### src/rtl/f32_hex_char_streamer.sv
// f32_hex_char_streamer: formats an IEEE-754 single-precision value as a fixed
// 12-character ASCII field ("s EE MMMMMMx") and streams it one character per
// valid/ready handshake to a character-display writer.
module f32_hex_char_streamer #(
    parameter logic [7:0] SEP_CHAR  = 8'h20,
    parameter bit         LOWERCASE = 1'b0
) (
    input  logic        CLK,
    input  logic        RESET,
    input  logic        START,
    input  logic [31:0] VALUE,
    input  logic        OVF,
    input  logic        UNF,
    output logic [7:0]  CHAR,
    output logic        CHAR_VALID,
    input  logic        CHAR_READY,
    output logic [3:0]  CHAR_IDX,
    output logic        BUSY,
    output logic        DONE
);

    localparam int unsigned IDX_W   = 4;
    localparam int unsigned CHAR_W  = 8;
    localparam int unsigned VALUE_W = 32;
    localparam logic [IDX_W-1:0] LAST_IDX = IDX_W'(11);

    typedef enum logic [1:0] {
        S_IDLE,
        S_SEND,
        S_FIN
    } state_t;

    state_t              state_q, state_d;
    logic [VALUE_W-1:0]  value_q, value_d;
    logic                ovf_q, ovf_d;
    logic                unf_q, unf_d;
    logic [CHAR_W-1:0]   char_d;
    logic                valid_d;
    logic [IDX_W-1:0]    idx_d;
    logic                busy_d;
    logic                done_d;

    // One nibble to its ASCII hex digit; letter case chosen at elaboration.
    function automatic logic [CHAR_W-1:0] hex_char(input logic [3:0] n);
        logic [CHAR_W-1:0] base;
        base = LOWERCASE ? 8'h61 : 8'h41;
        if (n < 4'd10) begin
            return 8'h30 + CHAR_W'(n);
        end
        return base + CHAR_W'(n - 4'd10);
    endfunction

    // Character at field position idx for the given value and status flags.
    function automatic logic [CHAR_W-1:0] field_char(
        input logic [IDX_W-1:0]   idx,
        input logic [VALUE_W-1:0] v,
        input logic               ovf,
        input logic               unf
    );
        logic [7:0]        e;
        logic [23:0]       m;
        logic [CHAR_W-1:0] c;
        e = v[30:23];
        m = {1'b0, v[22:0]};
        c = SEP_CHAR;
        case (idx)
            4'd0:  c = v[31] ? 8'h2D : 8'h2B;
            4'd2:  c = hex_char(e[7:4]);
            4'd3:  c = hex_char(e[3:0]);
            4'd5:  c = hex_char(m[23:20]);
            4'd6:  c = hex_char(m[19:16]);
            4'd7:  c = hex_char(m[15:12]);
            4'd8:  c = hex_char(m[11:8]);
            4'd9:  c = hex_char(m[7:4]);
            4'd10: c = hex_char(m[3:0]);
            4'd11: begin
                // Status priority: NaN, Inf, overflow, underflow, denormal.
                if (e == 8'hFF && m != 24'd0)      c = 8'h4E;
                else if (e == 8'hFF)               c = 8'h49;
                else if (ovf)                      c = 8'h4F;
                else if (unf)                      c = 8'h55;
                else if (e == 8'h00 && m != 24'd0) c = 8'h5A;
                else                               c = SEP_CHAR;
            end
            default: c = SEP_CHAR;
        endcase
        return c;
    endfunction

    // Next-state and next-output logic; everything holds unless a case changes it.
    always_comb begin
        state_d = state_q;
        value_d = value_q;
        ovf_d   = ovf_q;
        unf_d   = unf_q;
        char_d  = CHAR;
        valid_d = CHAR_VALID;
        idx_d   = CHAR_IDX;
        busy_d  = BUSY;
        done_d  = 1'b0;
        case (state_q)
            S_IDLE: begin
                valid_d = 1'b0;
                busy_d  = 1'b0;
                if (START) begin
                    value_d = VALUE;
                    ovf_d   = OVF;
                    unf_d   = UNF;
                    idx_d   = '0;
                    char_d  = field_char('0, VALUE, OVF, UNF);
                    valid_d = 1'b1;
                    busy_d  = 1'b1;
                    state_d = S_SEND;
                end
            end
            S_SEND: begin
                if (CHAR_VALID && CHAR_READY) begin
                    if (CHAR_IDX == LAST_IDX) begin
                        valid_d = 1'b0;
                        busy_d  = 1'b0;
                        done_d  = 1'b1;
                        state_d = S_FIN;
                    end else begin
                        idx_d  = CHAR_IDX + IDX_W'(1);
                        char_d = field_char(CHAR_IDX + IDX_W'(1), value_q, ovf_q, unf_q);
                    end
                end
            end
            S_FIN: begin
                state_d = S_IDLE;
            end
            default: begin
                state_d = S_IDLE;
                valid_d = 1'b0;
                busy_d  = 1'b0;
            end
        endcase
    end

    // State, latched operand and registered outputs; reset wins over everything.
    always_ff @(posedge CLK) begin
        if (RESET) begin
            state_q    <= S_IDLE;
            value_q    <= '0;
            ovf_q      <= 1'b0;
            unf_q      <= 1'b0;
            CHAR       <= '0;
            CHAR_VALID <= 1'b0;
            CHAR_IDX   <= '0;
            BUSY       <= 1'b0;
            DONE       <= 1'b0;
        end else begin
            state_q    <= state_d;
            value_q    <= value_d;
            ovf_q      <= ovf_d;
            unf_q      <= unf_d;
            CHAR       <= char_d;
            CHAR_VALID <= valid_d;
            CHAR_IDX   <= idx_d;
            BUSY       <= busy_d;
            DONE       <= done_d;
        end
    end

endmodule

### config.mk
export PLATFORM = sky130hd
export DESIGN_NAME = f32_hex_char_streamer
export DESIGN_NICKNAME = d
export VERILOG_FILES = /design/src/rtl/f32_hex_char_streamer.sv
export SDC_FILE = /design/constraint.sdc
export NUM_CORES = 1
export LEC_CHECK = 0
export ABC_AREA = 1
export ABC_CLOCK_PERIOD_IN_PS = 5000
export CORE_MARGIN = 2
export CORE_UTILIZATION = 52
export CTS_BUF_LIST = sky130_fd_sc_hd__clkbuf_8 sky130_fd_sc_hd__clkbuf_16
export DETAILED_ROUTE_END_ITERATION = 7
export GPL_TIMING_DRIVEN = 1
export PLACE_DENSITY_LB_ADDON = 0.15
export SETUP_SLACK_MARGIN = 0.05
export SYNTH_ARGS = -nofsm -noshare
export SYNTH_HDL_FRONTEND = slang
export SYNTH_SLANG_ARGS = --single-unit
export TNS_END_PERCENT = 1
### constraint.sdc
create_clock -name CLK -period 5 [get_ports CLK]
set_input_delay 1 -clock CLK [delete_from_list [all_inputs] [get_ports CLK]]
set_output_delay 1 -clock CLK [all_outputs]
set_load 0.02 [all_outputs]
=== After elaboration in Yosys (flattened, before gate mapping) ===
Cells that the tools add are included.

* $mul: 0
* Shift operators: 0
* Order comparisons: 8
* Reductions and logical operators: 13
* Bitwise gates (word level): 3
* Divide/modulo/power cells: 0
* Mux-type cells: 81
* Equality and inequality tests: 17
* Add/subtract/negate cells: 25

{| class="wikitable"
|+ Operator list
! kind !! count
|-
| $mux 8 || 19
|-
| $pmux 8 s10 || 1
|-
| $add 7x8->8 const A || 8
|-
| $add 6x4->7 const A || 7
|-
| $mux 1 || 44
|-
| $mux 7 || 5
|-
| $sub 4x4->5 const B || 7
|-
| $lt 4x4->1 const B || 7
|-
| $reduce_bool 23->1 || 1
|-
| $eq 4x4->1 const B || 5
|-
| $pmux 8 s2 || 1
|-
| $eq 4x3->1 const B || 3
|-
| $mux 4 || 3
|-
| $eq 4x2->1 const B || 2
|-
| $eq 8x8->1 const B || 1
|-
| $logic_not 8->1 || 1
|-
| $ne 2x2->1 const B || 4
|-
| $pmux 4 s2 || 1
|-
| $add 6x3->7 const A || 1
|-
| $mux 2 || 3
|-
| $mux 3 || 2
|-
| $reduce_and 3->1 || 2
|-
| $sub 3x4->5 const B || 1
|-
| $add 4x1->4 const B || 1
|-
| other kinds (13) || 17
|}

* Memories: 0
* Bits of input ports: 38
* Register bits: 50
* Latch bits: 0
* ROM bits: 0
* Output and inout port bits: 15
* Memory bits (writable): 0

=== Logic depth before layout (Yosys ltp) ===
Gate-level depths: netlist of the first run.

* Depth after elaboration: 11
* Gate-level depth with buffers: 14
* Gate-level depth less buffers: 14

=== Least setup slack after synthesis of the first run ===
Ideal clock, no wire load.

* Kind: input to register
* Start point: input CHAR_READY
* End point: register value_q[9]
* Setup time: 0.123 ns
* Cell stages on the path: 9
* Path slack: 2.833 ns
* Required time: 4.877 ns
* Arrival: 2.044 ns
* Cell sequence: nand2_1 nand2_1 o31ai_1 or2_4 nor2_4 inv_4 buf_6 o21ai_0 a21oi_1

{| class="wikitable"
|+ RTL lines
! item !! line !! RTL
|-
| from (decl) || 16 || <nowiki>input logic CHAR_READY,</nowiki>
|-
| to (signal assigned) || 154 || <nowiki>value_q <= value_d;</nowiki>
|-
| to (decl) || 34 || <nowiki>logic [VALUE_W-1:0] value_q, value_d;</nowiki>
|}

==> summary.txt, run 1 <==
Clock tree
  • CTS sink cnt: 49
  • Hold buffer count at CTS: 0
  • H-tree Lvls: 2
  • Post-CTS sizing: 0
  • Longest Clk Path Bufs: 2
  • Root buf cell: clkbuf_8
  • TritonCTS clock tree: yes
  • Num CTS Buffers: 5
  • Post-CTS setup buffers: 0
  • Skew-Pair Late Insertion Delay: slightly above 0.3 ns
  • Worst-path clk slew: 0.10 ns

Cells and area
  • Sequential cell area: ~1000 sq um
  • Share of post-route cells with drive strength above 1: between 4 and 5%
  • Area of the multi-input gates: 2490 sq um
  • Fillers: 718
  • Synth-to-Final Area Change: 16.2%
  • Fin area: 4500 sq um
  • Inserted Diodes: 0
  • Final-stage net count: roughly 730

Timing
  • Final hold violations: 0
  • WHS: ~0.47 ns
  • Achievable Freq: 372 MHz
  • Setup slack after layout: 2.31 ns
  • Relative slew slack: 32.0%
  • Final setup viols: 0
  • Setup TNS: 0 ns
  • Final min period: 2.69 ns
  • Crit share post-route: 53.7%
  • Worst-Margin Slew: 1.02 ns
  • Clock Skews: 0.00964 ns
  • Final Max Tran Viols: 0
  • RSZ-0062 raised after global routing: false

Job
  • Max_cap viols: 0

Global routing
  • GRT overflow: 0
  • Largest net degree at the start of global routing: between 60 and 70
  • Vias in the first global route: about 3700
  • Total GRT Usage: 25.8%
  • First-pass GRT wire length: 17.3 mm
  • Initial antenna violation count: 0

Detailed routing
  • Avg WL per Cell: 13.6 um
  • DR iter-0 viols: 202
  • Via-to-Cell Ratio: 5.25
  • DR vias: between 3000 and 4000
  • Routed Antenna Nets: 0
  • Drt total wl: 10.3 mm
  • First-pass iteration count of the detailed router: 5
  • # DRC: 0

Die
  • Core Box Area: 7210 sq um
  • Initial Util: between 50 and 60%
  • Full die area: around 8100 sq um
  • Cell Rows: 31
  • Num ports: 53
  • Die Ht: approximately 90 um
  • Die X-Extent: 90.3 um

Synthesis
  • Yosys top cell area share: 25.4%
  • Yosys reg bits: around 50
  • Mapped Nets: 690
  • Post-Syn Area: 3870 sq um
  • Synth area leader: dfxtp_1
  • Area contributors post-synth: dfxtp_1, ha_1, nand2_1, o21ai_0, inv_1
  • Synthesized instance count: a little over 600
  • Post-Syn Area per Cell: about 6.3 sq um
  • Yosys cell types: 33
  • Yosys Warn Count: 0
  • Seq/Total Area, Yosys: between 20% and 30%

Worst setup path
  • Delay-heaviest family, CP: simple AND/OR/NAND/NOR gates
  • CP Data Arrival Time: around 2.9 ns
  • CP Class: input port to register
  • Crit-path max FO: 63
  • Crit start category: input port
  • Req. time, crit path: between 5 and 6 ns
  • Slowest Stage Delay on Critical Path: 0.45 ns
  • CP max stage cell: clkdlybuf4s50_1
  • Critical-path cell list: clkdlybuf4s50_1 -> nand2_1 -> nand2_1 -> o31ai_1 -> or2_4 -> nor2_4 -> inv_4 -> o21ai_0 -> a21oi_1
  • Most Frequent Cell on Critical Path: nand2_1
  • Worst Setup End Kind: register
  • WP buf/inv: 2

Place
  • Post-DP Area: 4410 sq um
  • Post-detail-place hpwl: 8.10 mm
  • Port buffer count: 51
  • Pre-CTS setup slack: roughly 2 ns
  • Routability cong.: 0.922

Pwr
  • Lkg Pwr: 1.99 nW
  • Maximum vdd drop: 0.155 mV
  • PwrDens: 296 nW/um^2

Worst hold path
  • Worst min path class: register to register

Run status
  • Status: finished clean
[sequential cells by signal (all words and copies together), names as in the netlist]
register  cells
BUSY          1
CHAR          7
CHAR_IDX      4
DONE          1
ovf_q         1
state_q       2
unf_q         1
value_q      32
[synth_stat cells (all sizes together)]
library cell	n
buf	9
and2	1
ha	42
or2	10
inv	81
xnor2	2
nand3	38
o211ai	1
nor2	72
xor2	5
nor3	10
o21ai	81
o31ai	1
a21o	1
nand4	10
nand3b	1
a21oi	52
conb	1
clkbuf	6
dfxtp	49
a211oi	2
nand2	135
[layer usage]
metal | global-route usage [%] | vias up | part of all wire [%] | routed length [um]
met5 | 0 | - | 0 | 0
met4 | 5.26 | 0 | 0.94 | 97
met3 | 3.34 | 9 | 4.4 | 448
met2 | 45.5 | 87 | 48 | 4930
met1 | 33.8 | 1793 | 47 | 4800
li1 | - | 2067 | - | -
[tightest hold or removal path, cell delays in order (launching register included)]
cell     delay, ns
dfxtp_1       0.32
nand2_1       0.06
a21oi_1       0.05
[kinds of logic (layout without fill, tap and decap cells)]
logic type | Yosys count | count (layout) | share of synthesized area [%]
AOI/OAI and AO/OA | 138 | 138 | 18.2
and+or+nand+nor | 277 | 277 | 30.9
adders and majority gates | 42 | 42 | 13.6
xor gates and xnor gates | 7 | 7 | 1.58
other | 1 | 1 | 0.0969
buffers and inverters | 96 | 140 | 10.3
DFF | 49 | 49 | 25.4
[worst paths after layout]
check	end	cells after the start	startpoint	slack (ns)
max	value_q[3]	9	CHAR_READY	2.31
min	CHAR[4]	2	CHAR[4]	0.47
max reg2reg	value_q[3]	10	CHAR_IDX[1]	2.62
min reg2reg	CHAR[4]	2	CHAR[4]	0.47
[where the power goes]
| part | leakage [nW] | internal [mW] | switching [mW] |
|---|---|---|---|
| clock network | 0.0416 | 0.0969 | 0.142 |
| registers | 0.405 | 0.448 | 0.0560 |
| logic | 1.54 | 0.226 | 0.361 |
| total | 1.99 | 0.771 | 0.558 |
[through the flow]
| stage | total power, mW | util [%] | instances |
|---|---|---|---|
| floorplan | 0.928 | - | 610 |
| finish | 1.33 | 62.3 | 753 |
| global placement | 1.07 | 61.1 | 745 |
| CTS | 1.33 | 62.3 | 753 |
| detailed placement | 1.09 | 61.1 | 745 |
| global route | 1.44 | 62.3 | 753 |
[layout by cell type (no fill, tap or decap), drive strengths merged, types with 2 or more instances in the layout]
master / instances
nand2: 135
xnor2: 2
nor2: 72
clkinvlp: 2
a21oi: 52
clkdlybuf4s50: 51
a211oi: 2
ha: 42
clkbuf: 5
xor2: 5
dfxtp: 49
or2: 10
nand4: 10
inv: 82
nor3: 10
nand3: 38
o21ai: 81
[area by class of cell]
| type | instances | area share, % |
|---|---|---|
| repair buffers | 51 | 11.4 |
| flip-flops and latches | 49 | 21.8 |
| clock buffers | 5 | 1.53 |
| multi-input cells | 465 | 55.3 |
| well taps | 99 | 2.75 |
| clock inverters | 3 | 0.417 |
| inverters | 81 | 6.82 |
(Power assumes the default switching activity.)
==> run 2: changes to the inputs <==
ABC_CLOCK_PERIOD_IN_PS = 2450   (was 5000)
CORE_UTILIZATION = 51   (was 52)
clock period = 2.45 ns   (was 5 ns; I/O delays follow)
==> run 2 against run 1 <==
Compared with the run above: largest power group unchanged; sequential share of layout area is 0.20 points lower; utilization hardly changed; combinational power rose by 110%; clock-buffer cell count did not move; critical endpoint is now CHAR[4]; global-route usage grew 0.21 points.
==> summary.txt, run 2 (synthesis results as in run 1) <==
Run status
  • Status: finished clean

Cells and area
  • Most frequent cells in the layout: nand2_1, inv_1, o21ai_0
  • Most common cell after layout, fill and taps aside: nand2_1
  • Regs by FF count: value_q x32, CHAR x7, CHAR_IDX x4
  • Share of post-route cells with drive strength above 1: 5.77%
  • Max reg flops: 32
  • Inserted Diodes: 0
  • Final-stage net count: 738
  • Synth-to-Final Area Change: 17.5%
  • Top reg by flops: value_q
  • Final core utilization: 62.3%

Worst setup path
  • Cells on worst reg2reg path: 13
  • Critical-path cell list: ha_1 -> inv_1 -> nand2_1 -> nand2_4 -> inv_2 -> nand2_1 -> nor2_1 -> nand2_1 -> nand2_1 -> nor2_1 -> nand3_1 -> nand3_1 -> a21oi_1
  • CP Data Arrival Time: about 2.4 ns
  • Crit-path max FO: 9
  • Crit start category: register
  • Worst Setup End Kind: register
  • Req. time, crit path: between 2 and 3 ns
  • CP max stage cell: dfxtp_1
  • Most Frequent Cell on Critical Path: nand2_1
  • CP Class: register to register
  • Slowest Stage Delay on Critical Path: 0.51 ns

Global routing
  • First-pass GRT wire length: 17.7 mm
  • Largest net degree at the start of global routing: 64
  • GRT overflow: 0
  • Total GRT Usage: about a quarter
  • Initial antenna violation count: 0
  • Vias in the first global route: 3784

Clock tree
  • Skew-Pair Late Insertion Delay: ~0.31 ns
  • CTS sink cnt: 49
  • Longest Clk Path Bufs: 2
  • Num CTS Buffers: 5
  • TritonCTS clock tree: yes
  • Root buf cell: clkbuf_8
  • H-tree Lvls: 2
  • Worst-path clk slew: about 0.1 ns
  • Hold buffer count at CTS: 0

Die
  • Num ports: 53
  • Cell Rows: 31
  • Core Box Area: 7290 sq um
  • Die X-Extent: 91.1 um
  • Full die area: just over 8000 sq um
  • Die Ht: 91.1 um
  • Initial Util: 53.1%

Job
  • Max_cap viols: 0

Timing
  • Setup TNS: 0 ns
  • RSZ-0062 raised after global routing: false
  • Crit share post-route: 88.1%
  • Final setup viols: 0
  • Clock Skews: ~0.0095 ns
  • Final Max Tran Viols: 0
  • Achievable Freq: 463 MHz
  • Final min period: between 2 and 2.5 ns
  • Final hold violations: 0

Detailed routing
  • DR vias: 3985
  • Routed Antenna Nets: 0
  • Avg WL per Cell: 13.8 um
  • First-pass iteration count of the detailed router: 5
  • DR iter-0 viols: 236
  • # DRC: 0
  • Via-to-Cell Ratio: 5.26
  • Drt total wl: about 10 mm

Place
  • Routability cong.: ~0.98
  • Post-detail-place hpwl: 8.24 mm
  • Port buffer count: 51

Worst hold path
  • Worst min path class: register to register
  • Hold Path Stages: 2

Pwr
  • Lkg Pwr: 2.02 nW
  • Maximum vdd drop: 0.312 mV
  • PwrDens: just over 600 nW/um^2
## run 2: cell count changes in the layout (fill, tap and decap cells not counted)
cell / previous run / this run
nor2_1: 68 / 66
buf_4: 0 / 5
nor2_2: 2 / 4
inv_4: 1 / 0
inv_6: 0 / 1
dfxtp_1: 49 / 48
inv_8: 0 / 1
dfxtp_2: 0 / 1
clkinvlp_4: 2 / 0
clkinv_2: 0 / 1
## run 2: power breakdown
part           internal [mW]  switching (mW)  leakage (nW)
clock                  0.200           0.295        0.0497
sequential             0.916           0.114         0.405
combinational          0.475           0.751          1.57
total                   1.59            1.16          2.02
## run 2: cell type report
type	count	area [sq um]
Fill cell	727	2750
Multi-Input combinational cell	465	2490
Sequential cell	49	982
Timing Repair Buffer	56	548
Inverter	81	312
Tap cell	99	124
Clock buffer	5	68.8
Clock inverter	3	17.5
## run 2: path summary, 6_finish.rpt
path | end | slack (ns) | from
max | CHAR[4] | 0.29 | CHAR_IDX[1]
min reg2reg | CHAR[6] | 0.47 | CHAR[6]
min | CHAR[6] | 0.47 | CHAR[6]
max reg2reg | CHAR[4] | 0.29 | CHAR_IDX[1]
## run 2: worst max-delay path, delay by kind of cell (launching register included)
family | cells | cell delay (ns)
buffers and inverters | 2 | 0.13
flip-flops | 1 | 0.51
AND/OR/NAND/NOR | 9 | 1.07
AO/OA/AOI/OAI | 1 | 0.13
adder cells (fa/ha/maj) | 1 | 0.25
## run 2: what timing repair did
item,4_1_cts,5_1_grt
setup endpoints to repair,0,39
buffers inserted,0,0
resized for setup,0,5
## run 2: routing by layer
| layer | global-route usage [%] | part of all wire [%] | up-vias |
|---|---|---|---|
| met4 | 6.57 | 1.8 | 0 |
| met5 | 0 | 0 | - |
| met3 | 3.40 | 4.3 | 16 |
| met1 | 34.7 | 48 | 1802 |
| li1 | - | - | 2072 |
| met2 | 44.3 | 46 | 95 |
## run 2: stage by stage
stage	area (sq um)	worst slack, ns	instances	power (mW)	hold slack (ns)
2_1_floorplan	3870	0.493	610	1.89	0.446
3_3_place_gp	4450	0.185	750	2.21	0.460
3_5_place_dp	4450	0.107	750	2.25	0.463
4_1_cts	4530	0.171	758	2.75	0.478
5_1_grt	4540	0.0709	758	2.97	0.502
6_report	4540	0.291	758	2.75	0.475
